**src/rtl/qos_vc_arbiter.sv**
```systemverilog
// qos_vc_arbiter: weighted round-robin scheduler that shares one downstream
// link among the 4 virtual-channel FIFOs of the QoS module.
// It issues one-hot FIFO pops and tags each output beat with its channel ID.
// Define QOS_ARB_STRICT_PRIO_EN to replace round-robin with strict
// lowest-index-first priority. Burst lengths are still bounded by the weights.
module qos_vc_arbiter #(
    parameter int                      WEIGHT_W = 4,
    parameter logic [4*WEIGHT_W-1:0]   WEIGHTS  = 16'h1124
) (
    input  logic       CLK,
    input  logic       reset,
    input  logic       enable,
    input  logic [3:0] empty,
    input  logic [3:0] pause_stb,
    input  logic [3:0] continue_stb,
    input  logic       out_ready,
    output logic [3:0] pop,
    output logic [3:0] gnt,
    output logic       valid_out,
    output logic [1:0] vc_id,
    output logic [3:0] paused
);

    typedef enum logic {ARB, BURST} state_t;

    state_t              state, state_nxt;
    logic [1:0]          cur, last, pick;
    logic                found;
    logic [WEIGHT_W-1:0] count;
    logic [3:0]          eligible;
    logic                fire, burst_end;

    // A weight of zero still grants one pop, so no channel can be starved by configuration.
    function automatic logic [WEIGHT_W-1:0] weight_of(input logic [1:0] ch);
        logic [WEIGHT_W-1:0] w;
        w = WEIGHTS[ch*WEIGHT_W +: WEIGHT_W];
        return (w == '0) ? WEIGHT_W'(1) : w;
    endfunction

    assign eligible  = ~empty & ~paused;
    assign fire      = (state == BURST) & enable & eligible[cur] & out_ready;
    assign burst_end = (fire && count == WEIGHT_W'(1)) || !eligible[cur] || !enable;

    // Choose the next burst owner among the eligible channels.
`ifdef QOS_ARB_STRICT_PRIO_EN
    always_comb begin
        // NOTE: every signal written here gets a default first, so no latch is inferred.
        found = 1'b0;
        pick  = 2'd0;
        // Scanning downward lets the lowest eligible index win.
        for (int i = 3; i >= 0; i--) begin
            if (eligible[i]) begin
                found = 1'b1;
                pick  = 2'(i);
            end
        end
    end
`else
    logic [1:0] rr_idx;
    always_comb begin
        // NOTE: every signal written here gets a default first, so no latch is inferred.
        found  = 1'b0;
        pick   = 2'd0;
        rr_idx = 2'd0;
        // Scanning from last+4 down to last+1 lets the channel right after 'last' win.
        for (int k = 4; k >= 1; k--) begin
            rr_idx = last + 2'(k);
            if (eligible[rr_idx]) begin
                found = 1'b1;
                pick  = rr_idx;
            end
        end
    end
`endif

    // State register.
    always_ff @(posedge CLK) begin
        // NOTE: sequential state uses non-blocking assignments so every flop samples pre-edge values.
        if (reset) state <= ARB;
        else       state <= state_nxt;
    end

    // Next-state logic. ARB always lasts exactly one cycle when there is work to grant.
    always_comb begin
        state_nxt = state;
        case (state)
            ARB:     if (enable && found) state_nxt = BURST;
            BURST:   if (burst_end)       state_nxt = ARB;
            default: state_nxt = ARB;
        endcase
    end

    // Output logic: pop only the owner, gated by current-cycle empty, pause, enable and ready.
    always_comb begin
        pop = 4'b0000;
        if (fire && !reset) pop = 4'b0001 << cur;
    end

    // Burst bookkeeping: owner, grant, remaining pop budget and round-robin pointer.
    always_ff @(posedge CLK) begin
        if (reset) begin
            cur   <= 2'd0;
            gnt   <= 4'b0000;
            count <= '0;
            last  <= 2'd3;
        end else begin
            case (state)
                ARB: begin
                    if (enable && found) begin
                        cur   <= pick;
                        gnt   <= 4'b0001 << pick;
                        count <= weight_of(pick);
                    end
                end
                BURST: begin
                    if (burst_end) begin
                        last <= cur;
                        gnt  <= 4'b0000;
                    end else if (fire) begin
                        count <= count - WEIGHT_W'(1);
                    end
                end
                default: ;
            endcase
        end
    end

    // Pause tracking. When both strobes arrive together, pause wins.
    always_ff @(posedge CLK) begin
        if (reset) paused <= 4'b0000;
        else       paused <= (paused & ~continue_stb) | pause_stb;
    end

    // Output beat tagging, one cycle after the pop. vc_id holds between beats.
    always_ff @(posedge CLK) begin
        if (reset) begin
            valid_out <= 1'b0;
            vc_id     <= 2'd0;
        end else begin
            valid_out <= |pop;
            if (|pop) vc_id <= cur;
        end
    end

endmodule

```
**config.mk**
```make
export PLATFORM = sky130hd
export DESIGN_NAME = qos_vc_arbiter
export DESIGN_NICKNAME = d
export VERILOG_FILES = /design/src/rtl/qos_vc_arbiter.sv
export SDC_FILE = /design/constraint.sdc
export NUM_CORES = 1
export LEC_CHECK = 0
export CAP_MARGIN = 15
export CORE_MARGIN = 5
export CORE_UTILIZATION = 44
export CTS_BUF_LIST = sky130_fd_sc_hd__clkbuf_4 sky130_fd_sc_hd__clkbuf_8
export CTS_CLUSTER_SIZE = 8
export DETAILED_ROUTE_END_ITERATION = 8
export GPL_ROUTABILITY_DRIVEN = 1
export PLACE_DENSITY_LB_ADDON = 0.3
export SLEW_MARGIN = 20
export SYNTH_ARGS = -nofsm -noshare
export SYNTH_HDL_FRONTEND = slang
export SYNTH_SLANG_ARGS = --single-unit
export TNS_END_PERCENT = 20
```
**constraint.sdc**
```tcl
create_clock -name CLK -period 1.7 [get_ports CLK]
set_input_delay 0.425 -clock CLK [delete_from_list [all_inputs] [get_ports CLK]]
set_output_delay 0.425 -clock CLK [all_outputs]
set_load 0.01 [all_outputs]
```
==> results.toml <==
[power]
power_mw = 1.166
p_int_mw = 0.7940
powerDensity_nw_per_um2 = 639.7
p_sw_share_pct = 31.92
switchingPower_mw = 0.3723
vdd_drop_max_mv = 0.5392
p_leak_nw = 0.7732
power.share.clock_pct = 20.5
pwr-share-comb_pct = 34.3
power_frac_seq_pct = 45.2

[timing]
setup_tns_ns = -3.218
clock.fmax_mhz = 471.2
period_share_pct = 124.8
hold_violations = 0
worstMarginPinSlew_ns = 0.4672
timing.clock.skew_ns = 0.002230
relSlewSlack_pct = 68.76
holdWs_ns = 0.4602
setup_ws_ns = -0.4224
setup_violations = 13
fin_crit_ns = 2.122
slew_viol_final = 0
grt_setup_unrepaired = "yes"

[detailed_routing]
vias = 1254
wl_microns = 3655
drt_iter0_markers = 43
first_pass_iters = 4
wl_per_cell_microns = 16.10
route.detailed.drc = 0
postRouteAntennaNets = 0
vias_per_cell = 5.524

[clock_tree]
cts_tree = "yes"
cts_buffer_depth = 2
cts_root_buffer = "clkbuf_4"
clkTransAtPathRegs_ns = 0.11
htreeDepth = 1
clock_latency_ns = 0.32
cts.sinks = 20
cts_buffers = 3

[logic_synthesis]
syn-mean-instance-area_sq_um = 8.351
postSynth.asyncResetShare_pct = 0
synth_top_area_share_pct = 37.17
synth-edff-count = 0
synth_area_sq_um = 1077
yosysSeqAreaShare_pct = 37.17
syn_inst = 129
ys.flop_type = "dfxtp_1"
synth_top_cell_by_area = "dfxtp_1"
syn_nets = 147
synth_cell_types = 42
synth.top_cells.by_area = "dfxtp_1 37%, a21oi_1 6.5%, mux4_2 4.2%"
ys_warn_count = 0
synth-seq-cells = 20

[grt]
grt_pass1_vias = 1243
grt_max_degree = 15
gr-usage-all-layers_pct = 21.29
grt_antenna_before_repair = 0
grt.overflow.total = 0
grt_pass1_wl_microns = 5437

[job]
maxCapViolations = 0

[place]
port_buffers = 30
dp.final_hpwl_microns = 2510
gp_congestion = 0.8370

[hold_path]
hold_path_class = "flip-flop to flip-flop"
hold_path_startpoint = "vc_id[0]"
whs_endpoint = "vc_id[0]"
hold_depth = 2

[setup_path]
reg2reg_slack_ns = -0.26
startpoint_type = "flip-flop"
critPathRequiredTime_ns = 1.27
timing.rr.start = "paused[0]"
crit_chain = "mux4_2 -> nand2_4 -> buf_6 -> nor4b_4 -> buf_2"
cpPeakStageDelay_ns = 0.38
reg2regPathDepth = 11
critPathMaxFanout = 3
regToRegEndpoint = "count[1]"
cp.arrival_ns = 1.70
critPathCaptureType = "output port"
crit_slowest_cell = "mux4_2"
critPathKind = "flip-flop to output port"

[floorplan]
die_w_microns = 59.48
fp.coreArea_sq_um = 2410
start_util_pct = 44.70
die_h_microns = 59.48
dieArea_sq_um = 3538
io_pins = 31
rows = 18

[run_status]
violations = "negative setup slack"
status = "finished with violations"

[final_layout]
num-fill-cells = 159
diodes = 0
fin_nets = 217
syn2layout_area_growth_pct = 69.22
drive_gt1_share_pct = 38.58
cells in the final DEF, fill, tap and decap left out, types with 3 or more instances in the layout:
| master | Yosys | routed |
|---|---|---|
| clkbuf_4 | 0 | 3 |
| inv_1 | 8 | 8 |
| dfxtp_1 | 20 | 16 |
| nand2_1 | 11 | 9 |
| a21oi_1 | 14 | 13 |
| clkdlybuf4s15_1 | 0 | 3 |
| dlygate4sd2_1 | 0 | 6 |
| nor2_2 | 1 | 3 |
| buf_6 | 0 | 4 |
| clkdlybuf4s50_1 | 0 | 16 |
| dfxtp_2 | 0 | 4 |
| nor3_1 | 5 | 5 |
| nand3_1 | 7 | 7 |
| buf_2 | 1 | 3 |
| or2_1 | 4 | 4 |
| buf_4 | 0 | 36 |
| nor2_1 | 12 | 8 |
| o22ai_1 | 3 | 3 |
per-layer routing:
metal  vias up  track usage, %  wire [microns]
li1        611               -               -
met1       590           21.22            1454
met2        43           39.16            1891
met3        10           4.793             190
met4         0           13.27             118
met5         -               0               0
worst max-delay path by stage:
| stage | slack (ns) | cells past startpoint | startpoint | to |
|---|---|---|---|---|
| final | -0.42 | 5 | cur[0] | pop[1] |
| after floorplan | -0.13 | 4 | empty[0] | pop[1] |
| after CTS | -0.40 | 5 | cur[0] | pop[3] |
| after detailed placement | -1.03 | 7 | empty[2] | pop[3] |
| after global routing | -0.48 | 6 | paused[1] | pop[1] |
| after global placement | -0.98 | 7 | empty[0] | pop[3] |
metrics by stage:
step	worst slack (ns)	std cells	instance area (sq um)	utilization (%)
3_5_place_dp	-1.031	215	1633	67.76
5_1_grt	-0.4778	227	1823	75.65
6_report	-0.4224	227	1823	75.65
2_1_floorplan	-0.1251	129	1089	-
4_1_cts	-0.3951	225	1747	72.48
3_3_place_gp	-0.9798	215	1633	67.76
logic make-up (layout without fill, tap and decap cells):
family,after synthesis,in the layout,synth area share [%]
buffers and inverters,12,80,4.297
DFF,20,20,37.17
muxes,4,4,6.039
xor gates and xnor gates,1,1,0.8132
AOI/OAI and AO/OA,32,32,20.67
and+or+nand+nor,58,58,28.69
adders and majority gates,2,2,2.323
state kept, by name, summed over array words and instances, names as in the netlist:
register and cells:
vc_id 2, gnt 4, count 4, cur 2
paused 4, last 2, state 1, valid_out 1
repair_timing:
action / 4_1_cts / 5_1_grt
setup buffers: 7 / 2
setup endpoints to repair: 20 / 16
pin swaps: 11 / 5
gates resized for setup: 47 / 13
hold buffers: 0 / 0
synth_stat cells, drive strengths merged (2+ instances only):
cell and n:
nor2b 2, mux2i 2, inv 8, a211oi 2, or2 4, nand4 2, nor4b 3, nor3b 2
nand2 11, buf 2, ha 2, dfxtp 20, o21a 2, nor2 13, o22ai 3, nand3 7
nor4 2, a21oi 14, mux4 2, clkbuf 2, o21ai 2, nor3 5, and3 2
power groups by stage:
stage,combinational [mW],clock (mW),sequential [mW]
CTS,0.376,0.234,0.524
floorplan,0.168,0,0.537
global placement,0.343,0,0.530
global route,0.432,0.259,0.531
finish,0.400,0.239,0.528
detailed placement,0.355,0,0.532
cell type report:
class	instances	area (sq um)	share of cell area, %
flip-flops and latches	20	405.4	22.24
well taps	30	37.54	2.059
repair buffers	69	584.3	32.05
clock buffers	3	22.52	1.235
inverters	8	30.03	1.647
multi-input cells	97	743.2	40.77
worst max-delay path, delay by kind of cell, from the launching register on:
kind | cells | cell delay [ns]
buffers and inverters | 2 | 0.32
and+or+nand+nor | 2 | 0.32
DFF | 1 | 0.35
muxes | 1 | 0.38
Power figures use the tool's default switching activity.
